$ cat src/rtl/tx_ethernet.sv
// Ethernet II frame transmitter, GMII transmit side.
// Sends preamble, SFD, header, streamed payload, zero pad and FCS, then holds off for the
// inter-frame gap. Every output is a flop; next-state and next-output logic is one process.
module tx_ethernet #(
  parameter int unsigned OCT         = 8,
  parameter logic [7:0]  PRE         = 8'b10101010,
  parameter logic [7:0]  SFD         = 8'b10101011,
  parameter int unsigned MIN_PAYLOAD = 46,
  parameter int unsigned MAX_PAYLOAD = 1500,
  parameter int unsigned IFG         = 12
) (
  input  logic           TX_CLK,
  input  logic           rst,
  input  logic [47:0]    mac_addr,
  input  logic [47:0]    tx_mac_dst,
  input  logic [15:0]    tx_ethertype,
  input  logic           tx_start,
  input  logic [OCT-1:0] tx_payload,
  input  logic           tx_payload_v,
  input  logic           tx_payload_last,
  output logic           tx_payload_rdy,
  output logic           tx_busy,
  output logic           tx_done,
  output logic           tx_err,
  output logic           TX_EN,
  output logic           TX_ER,
  output logic [OCT-1:0] TXD
);

  localparam logic [10:0] MinLen  = 11'(MIN_PAYLOAD);
  localparam logic [10:0] MaxLen  = 11'(MAX_PAYLOAD);
  localparam logic [3:0]  GapLast = 4'(IFG - 1);

  // The state names the beat currently on TXD (StAbort is the single TX_ER beat).
  typedef enum logic [3:0] {
    StIdle, StPre, StSfd, StDst, StSrc, StType, StPay, StPad, StFcs, StAbort, StGap
  } state_e;

  state_e        st_q, st_d;
  logic [3:0]    cnt_q, cnt_d;
  logic [10:0]   byte_cnt_q, byte_cnt_d;  // payload + pad bytes placed on the wire
  logic [111:0]  hdr_q, hdr_d;            // {dst, src, type}, shifted out MSB byte first
  logic [31:0]   crc_q, crc_d;
  logic          over_q, over_d;
  logic          rdy_d, busy_d, done_d, err_d, en_d, er_d;
  logic [OCT-1:0] txd_d;

  // Reflected CRC-32, one byte LSB-first.
  function automatic logic [31:0] crc_step(input logic [31:0] crc, input logic [7:0] data);
    logic [31:0] c;
    c = crc;
    for (int i = 0; i < 8; i++) begin
      c = (c[0] ^ data[i]) ? ((c >> 1) ^ 32'hEDB88320) : (c >> 1);
    end
    return c;
  endfunction

  // Next state, then the outputs of the beat that next state will put on the wire.
  always_comb begin
    st_d       = st_q;
    cnt_d      = cnt_q + 4'd1;
    byte_cnt_d = byte_cnt_q;
    hdr_d      = hdr_q;
    crc_d      = crc_q;
    over_d     = over_q;
    rdy_d      = 1'b0;
    done_d     = 1'b0;
    err_d      = 1'b0;
    en_d       = 1'b0;
    er_d       = 1'b0;
    txd_d      = '0;

    unique case (st_q)
      StIdle: begin
        cnt_d = '0;
        if (tx_start) begin
          st_d       = StPre;
          hdr_d      = {tx_mac_dst, mac_addr, tx_ethertype};
          crc_d      = '1;
          byte_cnt_d = '0;
          over_d     = 1'b0;
        end
      end
      StPre: begin
        if (cnt_q == 4'd6) begin
          st_d  = StSfd;
          cnt_d = '0;
        end
      end
      StSfd: begin
        st_d  = StDst;
        cnt_d = '0;
      end
      StDst: begin
        if (cnt_q == 4'd5) begin
          st_d  = StSrc;
          cnt_d = '0;
        end
      end
      StSrc: begin
        if (cnt_q == 4'd5) begin
          st_d  = StType;
          cnt_d = '0;
        end
      end
      StType, StPay: begin
        if (st_q == StType && cnt_q == 4'd0) begin
          // Ready goes up one beat early so byte 0 follows the EtherType directly.
          rdy_d = 1'b1;
        end else if (tx_payload_rdy) begin
          if (tx_payload_v) begin
            st_d       = StPay;
            byte_cnt_d = byte_cnt_q + 11'd1;
            if (!tx_payload_last) begin
              if (byte_cnt_d == MaxLen) begin
                over_d = 1'b1;
              end else begin
                rdy_d = 1'b1;
              end
            end
          end else begin
            st_d = StAbort;
          end
        end else if (byte_cnt_q < MinLen) begin
          st_d       = StPad;
          byte_cnt_d = byte_cnt_q + 11'd1;
        end else begin
          st_d  = StFcs;
          cnt_d = '0;
        end
      end
      StPad: begin
        if (byte_cnt_q == MinLen) begin
          st_d  = StFcs;
          cnt_d = '0;
        end else begin
          byte_cnt_d = byte_cnt_q + 11'd1;
        end
      end
      StFcs: begin
        if (cnt_q == 4'd3) begin
          st_d   = StGap;
          cnt_d  = '0;
          done_d = 1'b1;
          err_d  = over_q;
        end
      end
      StAbort: begin
        st_d  = StGap;
        cnt_d = '0;
      end
      StGap: begin
        if (cnt_q == GapLast) begin
          st_d  = StIdle;
          cnt_d = '0;
        end
      end
      default: st_d = StIdle;
    endcase

    unique case (st_d)
      StPre: begin
        en_d  = 1'b1;
        txd_d = PRE;
      end
      StSfd: begin
        en_d  = 1'b1;
        txd_d = SFD;
      end
      StDst, StSrc, StType: begin
        en_d  = 1'b1;
        txd_d = hdr_q[111:104];
        hdr_d = {hdr_q[103:0], 8'h00};
      end
      StPay: begin
        en_d  = 1'b1;
        txd_d = tx_payload;
      end
      StPad: begin
        en_d = 1'b1;
      end
      StFcs: begin
        en_d  = 1'b1;
        txd_d = ~crc_q[7:0];
        crc_d = {8'h00, crc_q[31:8]};
      end
      StAbort: begin
        en_d  = 1'b1;
        er_d  = 1'b1;
        err_d = 1'b1;
      end
      default: ;
    endcase

    if (st_d inside {StDst, StSrc, StType, StPay, StPad}) begin
      crc_d = crc_step(crc_q, txd_d);
    end

    busy_d = (st_d != StIdle);
  end

  // State and registered outputs; reset drops everything to idle at once.
  always_ff @(posedge TX_CLK or posedge rst) begin
    if (rst) begin
      st_q           <= StIdle;
      cnt_q          <= '0;
      byte_cnt_q     <= '0;
      hdr_q          <= '0;
      crc_q          <= '0;
      over_q         <= 1'b0;
      tx_payload_rdy <= 1'b0;
      tx_busy        <= 1'b0;
      tx_done        <= 1'b0;
      tx_err         <= 1'b0;
      TX_EN          <= 1'b0;
      TX_ER          <= 1'b0;
      TXD            <= '0;
    end else begin
      st_q           <= st_d;
      cnt_q          <= cnt_d;
      byte_cnt_q     <= byte_cnt_d;
      hdr_q          <= hdr_d;
      crc_q          <= crc_d;
      over_q         <= over_d;
      tx_payload_rdy <= rdy_d;
      tx_busy        <= busy_d;
      tx_done        <= done_d;
      tx_err         <= err_d;
      TX_EN          <= en_d;
      TX_ER          <= er_d;
      TXD            <= txd_d;
    end
  end

endmodule
$ cat config.mk
export PLATFORM = sky130hd
export DESIGN_NAME = tx_ethernet
export DESIGN_NICKNAME = d
export VERILOG_FILES = /design/src/rtl/tx_ethernet.sv
export SDC_FILE = /design/constraint.sdc
export NUM_CORES = 1
export LEC_CHECK = 0
export ABC_AREA = 1
export ABC_CLOCK_PERIOD_IN_PS = 5400
export BUFFER_PORTS_ARGS = -buffer_cell sky130_fd_sc_hd__buf_2
export CAP_MARGIN = 10
export CELL_PAD_IN_SITES_DETAIL_PLACEMENT = 1
export CELL_PAD_IN_SITES_GLOBAL_PLACEMENT = 2
export CORE_MARGIN = 2
export CORE_UTILIZATION = 30
export DETAILED_ROUTE_END_ITERATION = 8
export PLACE_DENSITY_LB_ADDON = 0.1
export SETUP_SLACK_MARGIN = 0.4
export SLEW_MARGIN = 5
export SYNTH_ARGS = -nofsm -noshare
export SYNTH_HDL_FRONTEND = slang
export SYNTH_SLANG_ARGS = --single-unit
$ cat constraint.sdc
create_clock -name TX_CLK -period 5.4 [get_ports TX_CLK]
set_input_delay 0.27 -clock TX_CLK [delete_from_list [all_inputs] [get_ports TX_CLK]]
set_output_delay 0.27 -clock TX_CLK [all_outputs]
set_load 0.01 [all_outputs]
==> flow_summary_export.csv, run 1 <==
group,metric,value,unit
run_status,outcome,"finished with violations",
run_status,violations,"hold timing",
synthesis,synth_area_leader_cell,"dfrtp_1",
synthesis,synth-adder-area-share,0.765,%
global_routing,grt_max_degree,90,
sta,hold_viol_final,6,
global_routing,first_global_vias,9581,
synthesis,ys_ff_latch,178,
clock_network,cts_setup_buffers,0,
routing,vias,9117,
sta,post-route-min-period,3.85,ns
power,comb_power_share,60.2,%
floorplan,std_cell_rows,66,
cells_and_area,drive_gt1_share,18.9,%
synthesis,yosys.area.top_type_share,45.4,%
power,p_int,4.49,mW
synthesis,synthSimpleGateAreaFrac,39.5,%
floorplan,initial_utilization,30.3,%
synthesis,synth_compound_area_share,5.80,%
routing,wirelength,32300,um
sta,period_share,71.4,%
synthesis,synthTopCellsByArea,"dfrtp_1 (45%), nand2_1 (16%), nand3_1 (15%)",
sta,holdWs,-0.00965,ns
clock_network,cts-root-buf,"clkbuf_16",
synthesis,synth_edf_count,0,
cells_and_area,final_nets,1539,
cells_and_area,mostFrequentLayoutCells,"nand2_1 (407), nand3_1 (292), dfrtp_1 (178), buf_2 (138), inv_1 (67)",
sta,clock_skew,0.0145,ns
worst_setup_path,cp_data_arrival_time,4.24,ns
sta,finalMaxSlewViolations,0,
sta,slew_headroom,35.3,%
synthesis,synth_top_family_by_area,"simple AND/OR/NAND/NOR gates",
worst_setup_path,end_kind,"register",
clock_network,numCtsBuffers,17,
place,numPortBuffers,138,
worst_hold_path,min_path_type,"input port to asynchronous set/reset pin",
global_routing,grt_antenna_before_repair,11,
synthesis,syn_area_per_cell,7.56,um^2
clock_network,clkLatencyLatePin,0.45,ns
global_routing,grt_pass1_wl,52500,um
floorplan,die_area,34200,um^2
power,swShare,52.0,%
clock_network,clk_path_buf_depth,2,
routing,wl_per_cell,17.3,um
routing,drtIter0Drc,457,
power,vdd_drop_max,0.421,mV
clock_network,cts.htree.levels,4,
synthesis,muxShareOfSynthArea,0.102,%
routing,ant_nets,0,
synthesis,synth_cells,1298,
sta,setup_violations,0,
sta,worst_slew_pin_slew,0.971,ns
synthesis,synthDistinctLibCells,45,
synthesis,synth_warnings,0,
worst_setup_path,crit_family,"simple AND/OR/NAND/NOR gates",
worst_setup_path,cp_cell_sequence,"inv_1, ha_1, nand3_1, inv_1, nor2_1, nor2_1, nand3_2, nor2_4, nand2_4, nor2_4, nand2_1, nand2_1, nor2_4, inv_1, o22ai_1, o21bai_1, inv_1",
place,dp.final_hpwl,22900,um
power,p_sw,4.86,mW
worst_setup_path,crit_fanout,22,
worst_setup_path,crit_top_cell,"inv_1",
power,p_leak,5.72,nW
routing,firstDrtPassIters,4,
synthesis,synth_xor_area_share,2.50,%
worst_setup_path,cp_slowest_cell,"inv_1",
floorplan,ios,139,
synthesis,syn_nets,1429,
worst_setup_path,required,5.79,ns
cells_and_area,utilization,35.8,%
global_routing,grt-ovfl-total,0,
cells_and_area,areaGrowthSynthToFinish,18.0,%
synthesis,async_reset_ff_share,100,%
sta,tns,0,ns
sta,grt_setup_unrepaired,"false",
clock_network,ctsResizeCount,0,
worst_setup_path,crit_buf_inv,4,
global_routing,grt_util_all_layers,19.8,%
cells_and_area,final_area,11600,um^2
power,seq_power_share,25.0,%
worst_setup_path,worstSetupPathType,"register to register",
power,clock_power_share,14.8,%
worst_setup_path,cpPeakStageDelay,0.64,ns
clock_network,clock-sinks,178,
worst_setup_path,start_kind,"register",
routing,via_per_inst,4.88,
routing,remaining_drc_errors,0,
place,gp_congestion,0.826,
cells_and_area,layout_commonest_cell,"nand2_1",
clock_network,cts.reportedPaths.clkPinSlew,0.07,ns
flow_run,max_cap_viol_count,0,
floorplan,die-width,185,um
place,place_area,10900,um^2
synthesis,syn_area,9810,um^2
synthesis,ys_seq_area_share,45.4,%
sta,max_freq,259,MHz
synthesis,synthFlopType,"dfrtp_1",
floorplan,die_y,185,um
clock_network,tritoncts,"done",
power,p_per_area,807,nW/um^2
floorplan,coreArea,32400,um^2
[area by class of cell]
class	instances	area [um^2]
inverters	85	324
well taps	442	553
multi-input cells	973	4790
clock buffers	19	443
diodes	6	15.0
clock inverters	13	196
repair buffers	153	808
flip-flops and latches	178	4450
fillers	4018	20800
[path summary, 6_finish.rpt]
check,start,endpoint,slack [ns],cells after the start
max,cnt_q[1]$_DFF_PP0_,crc_q[20]$_DFFE_PP0P_,1.55,17
max in group asynchronous,rst,crc_q[13]$_DFFE_PP0P_,4.19,3
max reg2reg,cnt_q[1]$_DFF_PP0_,crc_q[20]$_DFFE_PP0P_,1.55,17
min,rst,hdr_q[91]$_DFFE_PP0P_,-0.01,2
min reg2reg,hdr_q[71]$_DFFE_PP0P_,hdr_q[79]$_DFFE_PP0P_,0.49,2
min in group TX_CLK,tx_ethertype[3],hdr_q[3]$_DFFE_PP0P_,0.03,3
[through the flow]
stage	cells	setup WS (ns)	power (mW)
final	1869	1.55	9.35
after global placement	1829	1.53	8.00
after detailed placement	1829	1.48	8.06
after global routing	1863	1.03	10.3
after floorplan	1298	2.85	6.46
after CTS	1863	1.44	9.50
[registers in the layout, indices dropped and copies added, names as in the netlist]
register / flops
TXD: 8
TX_EN: 1
TX_ER: 1
byte_cnt_q: 11
cnt_q: 4
crc_q: 32
hdr_q: 112
over_q: 1
st_q: 4
tx_busy: 1
tx_done: 1
tx_err: 1
tx_payload_rdy: 1
[power by group through the flow]
stage	Sequential, mW	Combinational [mW]	Clock [mW]
detailed placement	2.36	5.70	0
CTS	2.34	5.73	1.43
global route	2.41	6.43	1.48
global placement	2.35	5.65	0
finish	2.33	5.63	1.39
floorplan	2.24	4.22	0
[cells by family after synthesis]
group,count (synthesis)
and+or+nand+nor,842
DFF,178
buffers and inverters,147
AOI/OAI and AO/OA,96
xor gates and xnor gates,28
adders and majority gates,6
muxes,1
[cell usage after synthesis, types with 2 or more instances]
cell / number
nor3_1: 3
nand3_1: 292
clkinv_1: 3
nand2_2: 29
nand4_1: 14
a22oi_1: 5
buf_6: 2
or2_1: 3
o211ai_1: 5
nand2_1: 408
or2_2: 3
nor2_4: 5
buf_1: 7
nor4_1: 2
o21a_1: 4
nand2_4: 8
o21bai_1: 2
xnor2_1: 2
o21ai_1: 3
nand3b_1: 3
nand4_2: 4
nor2_2: 8
nand3_2: 8
inv_2: 13
o22ai_1: 11
buf_2: 7
buf_4: 2
o221ai_1: 2
o21ai_0: 34
inv_1: 69
xor2_1: 26
a21oi_1: 22
dfrtp_1: 178
o21ai_2: 3
clkbuf_1: 44
ha_1: 6
nor2_1: 50
[repair_timing]
item	CTS	global route
setup endpoints to repair	0	0
hold buffers	2	0
endpoints found under the hold margin	2	0
[layer usage]
layer / vias up / global-route usage [%] / part of all wire [%]
met2: 150 / 32.4 / 47
met5: - / 0 / 0.22
met4: 12 / 5.14 / 1.4
li1: 4499 / - / -
met3: 38 / 4.46 / 4.3
met1: 4418 / 26.4 / 48
(Power assumes the default switching activity.)
==> run 2, diff against run 1 <==
- ABC_AREA: 1 -> 0
- ABC_CLOCK_PERIOD_IN_PS: 5400 -> 3600
- CORE_UTILIZATION: 30 -> 35
- clock period: 5.4 -> 3.6 ns (I/O delays scaled with it)
==> run 2 against run 1 <==
Against the previous run:
- the run ends with hold timing, setup timing left
- via count decreased by 7.1%
- synthesized area shrank 8.4%
- cell count decreased by 12%
- critical path depth fell by 2
- critical path type unchanged
- utilization increased by 18 points
- clock power rose by 37%
- largest power group is now sequential cells
- final area increased by 17%
- clock skew up 0.0064 ns
- synthesized cell count down 26%
- global-route usage up 2.8 points
- total power decreased by 56%
==> flow_summary_export.csv, run 2 <==
group,metric,value,unit
run_status,outcome,"finished with violations",
run_status,violations,"hold timing, setup timing",
synthesis,ys_ff_latch,178,
routing,via_per_inst,5.15,
synthesis,synth_edf_count,0,
place,dp.final_hpwl,18400,um
cells_and_area,multi_input_area,4790,um^2
sta,slew_headroom,27.3,%
synthesis,synthDistinctLibCells,77,
cells_and_area,n_fill_cell,2807,
synthesis,ys_seq_area_share,49.5,%
clock_network,cts.reportedPaths.clkPinSlew,0.08,ns
synthesis,syn_area_per_cell,9.37,um^2
routing,drtIter0Drc,571,
worst_setup_path,required,3.97,ns
power,p_per_area,304,nW/um^2
synthesis,syn_area,8990,um^2
clock_network,cts-root-buf,"clkbuf_16",
cells_and_area,mostFrequentLayoutCells,"nand2_1 (263), dfrtp_1 (177), buf_2 (138), a22oi_1 (106), dlygate4sd3_1 (104)",
worst_setup_path,cp_data_arrival_time,4.14,ns
cells_and_area,areaGrowthSynthToFinish,50.2,%
worst_setup_path,end_kind,"register",
synthesis,synthFlopType,"dfrtp_1",
cells_and_area,reg_top3,"hdr_q: 112 flops, crc_q: 32 flops, byte_cnt_q: 11 flops",
floorplan,die_y,164,um
clock_network,clk_path_buf_depth,2,
cells_and_area,regMostFlops,"hdr_q",
clock_network,tritoncts,"done",
sta,period_share,105,%
worst_setup_path,worstRegToRegCells,15,
worst_setup_path,cp_cell_sequence,"or3_4, or4_4, a21oi_4, o211a_4, buf_12, nor3_4, buf_6, buf_6, a221oi_4, mux2i_4, buf_6, xnor3_1, xor2_1, o31a_1, o21ai_1",
worst_setup_path,crit_fanout,6,
place,place_area,10800,um^2
floorplan,std_cell_rows,58,
synthesis,synth_common_cells,"nand2_1 (265), dfrtp_1 (178), a22oi_1 (107), o21ai_0 (61), clkbuf_1 (52)",
place,numPortBuffers,138,
sta,finalMaxSlewViolations,0,
cells_and_area,final_nets,1432,
sta,post-route-min-period,3.77,ns
sta,setup_ws,-0.173,ns
sta,holdWs,-0.0282,ns
routing,remaining_drc_errors,0,
cells_and_area,utilization,53.6,%
sta,setup_violations,20,
cells_and_area,final_area,13500,um^2
synthesis,yosys.area.top_type_share,49.5,%
worst_setup_path,cpPeakStageDelay,0.47,ns
cells_and_area,drive_gt1_share,30.7,%
global_routing,grt_antenna_before_repair,2,
floorplan,coreArea,25200,um^2
power,p_leak,6.61,nW
worst_hold_path,min_path_type,"input port to asynchronous set/reset pin",
floorplan,initial_utilization,35.7,%
worst_setup_path,cp_slowest_cell,"or4_4",
cells_and_area,layout_commonest_cell,"nand2_1",
global_routing,grt_max_degree,179,
routing,wl_per_cell,19.1,um
sta,max_freq,265,MHz
place,gp_congestion,0.822,
place,pre_cts_ws,-0.132,ns
worst_setup_path,r2r-end,"crc_q[17]$_DFFE_PP0P_",
routing,vias,8473,
clock_network,clock-sinks,178,
synthesis,synth_cells,960,
clock_network,cts.htree.levels,4,
routing,firstDrtPassIters,5,
synthesis,synth_warnings,0,
cells_and_area,diodes,0,
synthesis,synth_area_leader_cell,"dfrtp_1",
worst_setup_path,ff2ff_setup_slack,-0.17,ns
routing,ant_nets,0,
synthesis,async_reset_ff_share,100,%
worst_setup_path,r2r_start,"byte_cnt_q[10]$_DFFE_PP0P_",
cells_and_area,largest_register_ffs,112,
synthesis,synthTopCellsByArea,"dfrtp_1 (50%), nand2_1 (11%), a22oi_1 (8.9%)",
worst_setup_path,worstSetupPathType,"register to register",
cells_and_area,seq_area,4460,um^2
global_routing,grt_pass1_wl,47500,um
global_routing,first_global_vias,8791,
sta,worst_slew_pin_slew,1.09,ns
floorplan,ios,139,
power,vdd_drop_max,0.247,mV
global_routing,grt-ovfl-total,0,
sta,clock_skew,0.0209,ns
clock_network,numCtsBuffers,17,
clock_network,clkLatencyLatePin,0.45,ns
synthesis,syn_nets,1091,
sta,grt_setup_unrepaired,"true",
flow_run,max_cap_viol_count,0,
floorplan,die-width,164,um
sta,hold_viol_final,38,
routing,wirelength,31400,um
floorplan,die_area,27000,um^2
worst_setup_path,start_kind,"register",
global_routing,grt_util_all_layers,22.6,%
worst_setup_path,crit_top_cell,"buf_6",
synthesis,yosysMostFrequentCell,"nand2_1",
sta,tns,-1.23,ns
## run 2: cell types whose count changed after synthesis, sizes merged, moves of 9 or more
cell	delta
nand2b	+9
nand4	-11
nand3	-286
a21oi	+17
inv	-56
o21ai	+24
nand2	-180
nor2	-30
a22oi	+104
xnor2	+25
## run 2: metrics by stage
step | cells | power, mW | hold WS (ns)
final | 1644 | 4.11 | -0.0282
after global routing | 1644 | 4.24 | 0.0134
after CTS | 1627 | 4.16 | 0.000739
after detailed placement | 1467 | 2.16 | 0.414
after global placement | 1467 | 2.16 | 0.410
after floorplan | 960 | 2.07 | 0.311
## run 2: logic make-up (layout without fill, tap and decap cells)
logic type	Yosys count	count (layout)	synth area share, %
AOI/OAI and AO/OA	269	269	21.1
xor gates and xnor gates	47	47	5.56
adders and majority gates	6	6	0.835
buffers and inverters	88	442	4.02
DFF	178	178	49.5
muxes	9	9	1.49
and+or+nand+nor	363	363	17.5
## run 2: layer usage
metal	GRT usage (%)	vias to the layer above	share of wire [%]
met5	0	-	0.051
met4	7.06	4	1.9
met3	3.21	41	2.9
met2	38.4	151	51
met1	29.8	4248	44
li1	-	4029	-
## run 2: critical path, delay by kind of cell, from the launching register on
family,cells,cell delay [ns]
xor gates and xnor gates,2,0.53
muxes,1,0.32
buffers and inverters,4,0.51
DFF,1,0.39
AOI/OAI and AO/OA,5,1.05
and+or+nand+nor,3,0.91
## run 2: how the worst max path moves through the flow
| stage | depth (start not counted) | slack (ns) | to | start |
|---|---|---|---|---|
| after global routing | 17 | -0.32 | crc_q[17]$_DFFE_PP0P_ | byte_cnt_q[0]$_DFFE_PP0P_ |
| after detailed placement | 14 | -0.13 | crc_q[20]$_DFFE_PP0P_ | byte_cnt_q[10]$_DFFE_PP0P_ |
| after CTS | 16 | -0.05 | crc_q[22]$_DFFE_PP0P_ | byte_cnt_q[10]$_DFFE_PP0P_ |
| final | 15 | -0.17 | crc_q[17]$_DFFE_PP0P_ | byte_cnt_q[10]$_DFFE_PP0P_ |
| after global placement | 14 | -0.06 | crc_q[20]$_DFFE_PP0P_ | byte_cnt_q[10]$_DFFE_PP0P_ |
| after floorplan | 13 | 0.06 | crc_q[17]$_DFFE_PP0P_ | byte_cnt_q[7]$_DFFE_PP0P_ |
## run 2: repair_timing
action | 4_1_cts | 5_1_grt
resized for setup | 87 | 45
endpoints found under the hold margin | 104 | 0
setup endpoints to repair | 126 | 120
gates cloned | 0 | 2
hold buffers | 104 | 0
pin swaps | 54 | 31
setup buffers | 24 | 15
## run 2: final cells by class
type,count,area share (%)
timing repair buffer,384,23.3
clock buffer,18,3.18
inverter,26,0.806
clock inverter,14,1.21
tap,330,3.06
sequential,178,33.0
multi-input combinational,694,35.4
## run 2: where the power goes
part	internal (mW)	leakage [nW]	switching, mW
Combinational	0.126	3.88	0.0881
Sequential	2.00	2.45	0
Clock	0.938	0.286	0.961
==> run 3, diff against run 2 <==
- ABC_CLOCK_PERIOD_IN_PS: 3600 -> 4000
- clock period: 3.6 -> 4 ns (I/O delays scaled with it)
==> run 3 against run 2 <==
Against the previous run:
- the run now ends clean
- global-route usage down 0.92 points
- clock skew down 0.0069 ns
- setup slack improved by 0.30 ns
- combinational power decreased by 15%
- clock-buffer cell count is the same
- critical path depth did not move
- sequential power decreased by 10%
- critical endpoint is now crc_q[18]$_DFFE_PP0P_
==> flow_summary_export.csv, run 3 (synthesized netlist as in run 2, its figures left out) <==
group,metric,value,unit
worst_hold_path,min_path_type,"input port to register",
floorplan,initial_utilization,35.7,%
sta,finalMaxSlewViolations,0,
floorplan,die_y,164,um
sta,setup_ws,0.131,ns
place,pre_cts_ws,0.0204,ns
place,gp_congestion,0.830,
worst_setup_path,start_kind,"register",
worst_setup_path,end_kind,"register",
worst_setup_path,crit_fanout,3,
sta,post-route-min-period,3.87,ns
worst_setup_path,r2r-end,"crc_q[18]$_DFFE_PP0P_",
worst_setup_path,required,4.35,ns
run_status,outcome,"complete, no violations",
sta,slew_headroom,31.2,%
worst_hold_path,hold_depth,3,
routing,firstDrtPassIters,4,
clock_network,cts.htree.levels,4,
place,dpl.cell_count,1409,
routing,vias,8056,
global_routing,grt_antenna_before_repair,0,
place,dp.final_hpwl,18000,um
worst_setup_path,crit_family,"simple AND/OR/NAND/NOR gates",
cells_and_area,areaGrowthSynthToFinish,41.7,%
clock_network,clock-sinks,178,
floorplan,std_cell_rows,58,
floorplan,die-width,164,um
cells_and_area,seq_area,4460,um^2
routing,via_per_inst,5.10,
sta,max_freq,258,MHz
routing,wl_per_cell,18.6,um
worst_setup_path,cpPeakStageDelay,0.53,ns
floorplan,ios,139,
routing,wirelength,29400,um
cells_and_area,reg_top3,"hdr_q: 112 flops, crc_q: 32 flops, byte_cnt_q: 11 flops",
cells_and_area,layout.cells.non_filler,1581,
cells_and_area,drive_gt1_share,27.7,%
power,p_leak,6.25,nW
power,p_per_area,286,nW/um^2
cells_and_area,largest_register_ffs,112,
cells_and_area,final_nets,1369,
sta,tns,0,ns
cells_and_area,n_fill_cell,2810,
sta,holdWs,0.0188,ns
cells_and_area,mostFrequentLayoutCells,"nand2_1 (264), dfrtp_1 (175), buf_2 (138), a22oi_1 (107), dlygate4sd3_1 (93)",
clock_network,cts.reportedPaths.clkPinSlew,0.07,ns
power,total_power,3.65,mW
worst_setup_path,ff2ff_setup_slack,0.13,ns
sta,hold_viol_final,0,
power,vdd_drop_max,0.296,mV
worst_setup_path,crit_top_cell,"xnor2_4",
worst_setup_path,crit_buf_inv,3,
cells_and_area,regMostFlops,"hdr_q",
floorplan,coreArea,25200,um^2
floorplan,die_area,27000,um^2
cells_and_area,layout_commonest_cell,"nand2_1",
cells_and_area,final_area,12700,um^2
global_routing,first_global_vias,8425,
clock_network,tritoncts,"done",
clock_network,numCtsBuffers,17,
place,place_area,10300,um^2
worst_setup_path,r2r_start,"byte_cnt_q[6]$_DFFE_PP0P_",
sta,clock_skew,0.0139,ns
cells_and_area,diodes,0,
clock_network,clk_path_buf_depth,2,
sta,setup_violations,0,
worst_setup_path,cp_cell_sequence,"or3_4, or4_4, a21oi_4, o2111a_2, buf_6, xnor2_4, nor2_2, a221oi_2, buf_4, mux2i_4, buf_12, xnor2_4, xor3_2, nand3_1, nor3b_2",
clock_network,clkLatencyLatePin,0.44,ns
worst_hold_path,hold_end,"hdr_q[110]$_DFFE_PP0P_",
routing,drtIter0Drc,506,
worst_setup_path,cp_data_arrival_time,4.22,ns
worst_setup_path,cp_slowest_cell,"or4_4",
routing,ant_nets,0,
sta,grt_setup_unrepaired,"true",
cells_and_area,multi_input_area,4670,um^2
global_routing,grt_util_all_layers,21.7,%
global_routing,grt_pass1_wl,45700,um
sta,worst_slew_pin_slew,1.03,ns
clock_network,cts-root-buf,"clkbuf_16",
place,numPortBuffers,138,
global_routing,grt_max_degree,105,
flow_run,max_cap_viol_count,0,
global_routing,grt-ovfl-total,0,
worst_hold_path,hp-start,"tx_mac_dst[46]",
sta,period_share,96.7,%
worst_setup_path,worstSetupPathType,"register to register",
worst_setup_path,worstRegToRegCells,15,
cells_and_area,utilization,50.6,%
routing,remaining_drc_errors,0,
## run 3: cell types whose count changed in the layout (fill, tap and decap cells not counted), moves of 4 or more
cell and delta:
o21ai_0 +9, buf_6 -14, o21ai_1 -6, buf_8 -4
dlygate4sd3_1 -11, buf_4 -30
## run 3: worst max path at each step
stage,from,endpoint,cells past startpoint
3_5_place_dp,byte_cnt_q[6]$_DFFE_PP0P_,crc_q[24]$_DFFE_PP0P_,13
3_3_place_gp,byte_cnt_q[6]$_DFFE_PP0P_,crc_q[24]$_DFFE_PP0P_,13
4_1_cts,byte_cnt_q[6]$_DFFE_PP0P_,crc_q[18]$_DFFE_PP0P_,15
2_1_floorplan,byte_cnt_q[6]$_DFFE_PP0P_,crc_q[29]$_DFFE_PP0P_,13
5_1_grt,byte_cnt_q[7]$_DFFE_PP0P_,crc_q[27]$_DFFE_PP0P_,16
6_report,byte_cnt_q[6]$_DFFE_PP0P_,crc_q[18]$_DFFE_PP0P_,15
## run 3: per-layer routing
| layer | wire, um | global-route usage (%) | part of all wire, % |
|---|---|---|---|
| met1 | 13700 | 30.8 | 47 |
| met2 | 14100 | 34.9 | 48 |
| met3 | 1080 | 3.54 | 3.7 |
| met4 | 472 | 4.70 | 1.6 |
| met5 | 0 | 0 | 0 |
## run 3: power breakdown
part           switching, mW  total [mW]  internal (mW)  leakage, nW
registers                  0        1.80           1.80         2.44
logic                 0.0746       0.181          0.106         3.52
clock network          0.824        1.67          0.845        0.278
## run 3: timing repair
item | CTS | global route
setup endpoints to repair | 65 | 27
gates resized for setup | 45 | 44
hold endpoints to repair | 118 | 0
cloned | 1 | 0
pin swaps | 17 | 20
hold buffers | 93 | 0
buffers inserted | 27 | 19
## run 3: worst reg2reg max path: stages, from the launching register on
cell	delay, ns
dfrtp_1	0.38
or3_4	0.39
or4_4	0.53
a21oi_4	0.18
o2111a_2	0.27
buf_6	0.14
xnor2_4	0.12
nor2_2	0.05
a221oi_2	0.17
buf_4	0.17
mux2i_4	0.27
buf_12	0.15
xnor2_4	0.13
xor3_2	0.53
nand3_1	0.13
nor3b_2	0.17
## run 3: area by class of cell
type	instances	share of cell area (%)
inverters	26	0.835
repair buffers	321	19.7
clock inverters	14	1.08
flip-flops and latches	178	35.0
well taps	330	3.24
clock buffers	18	3.45
multi-input cells	694	36.7
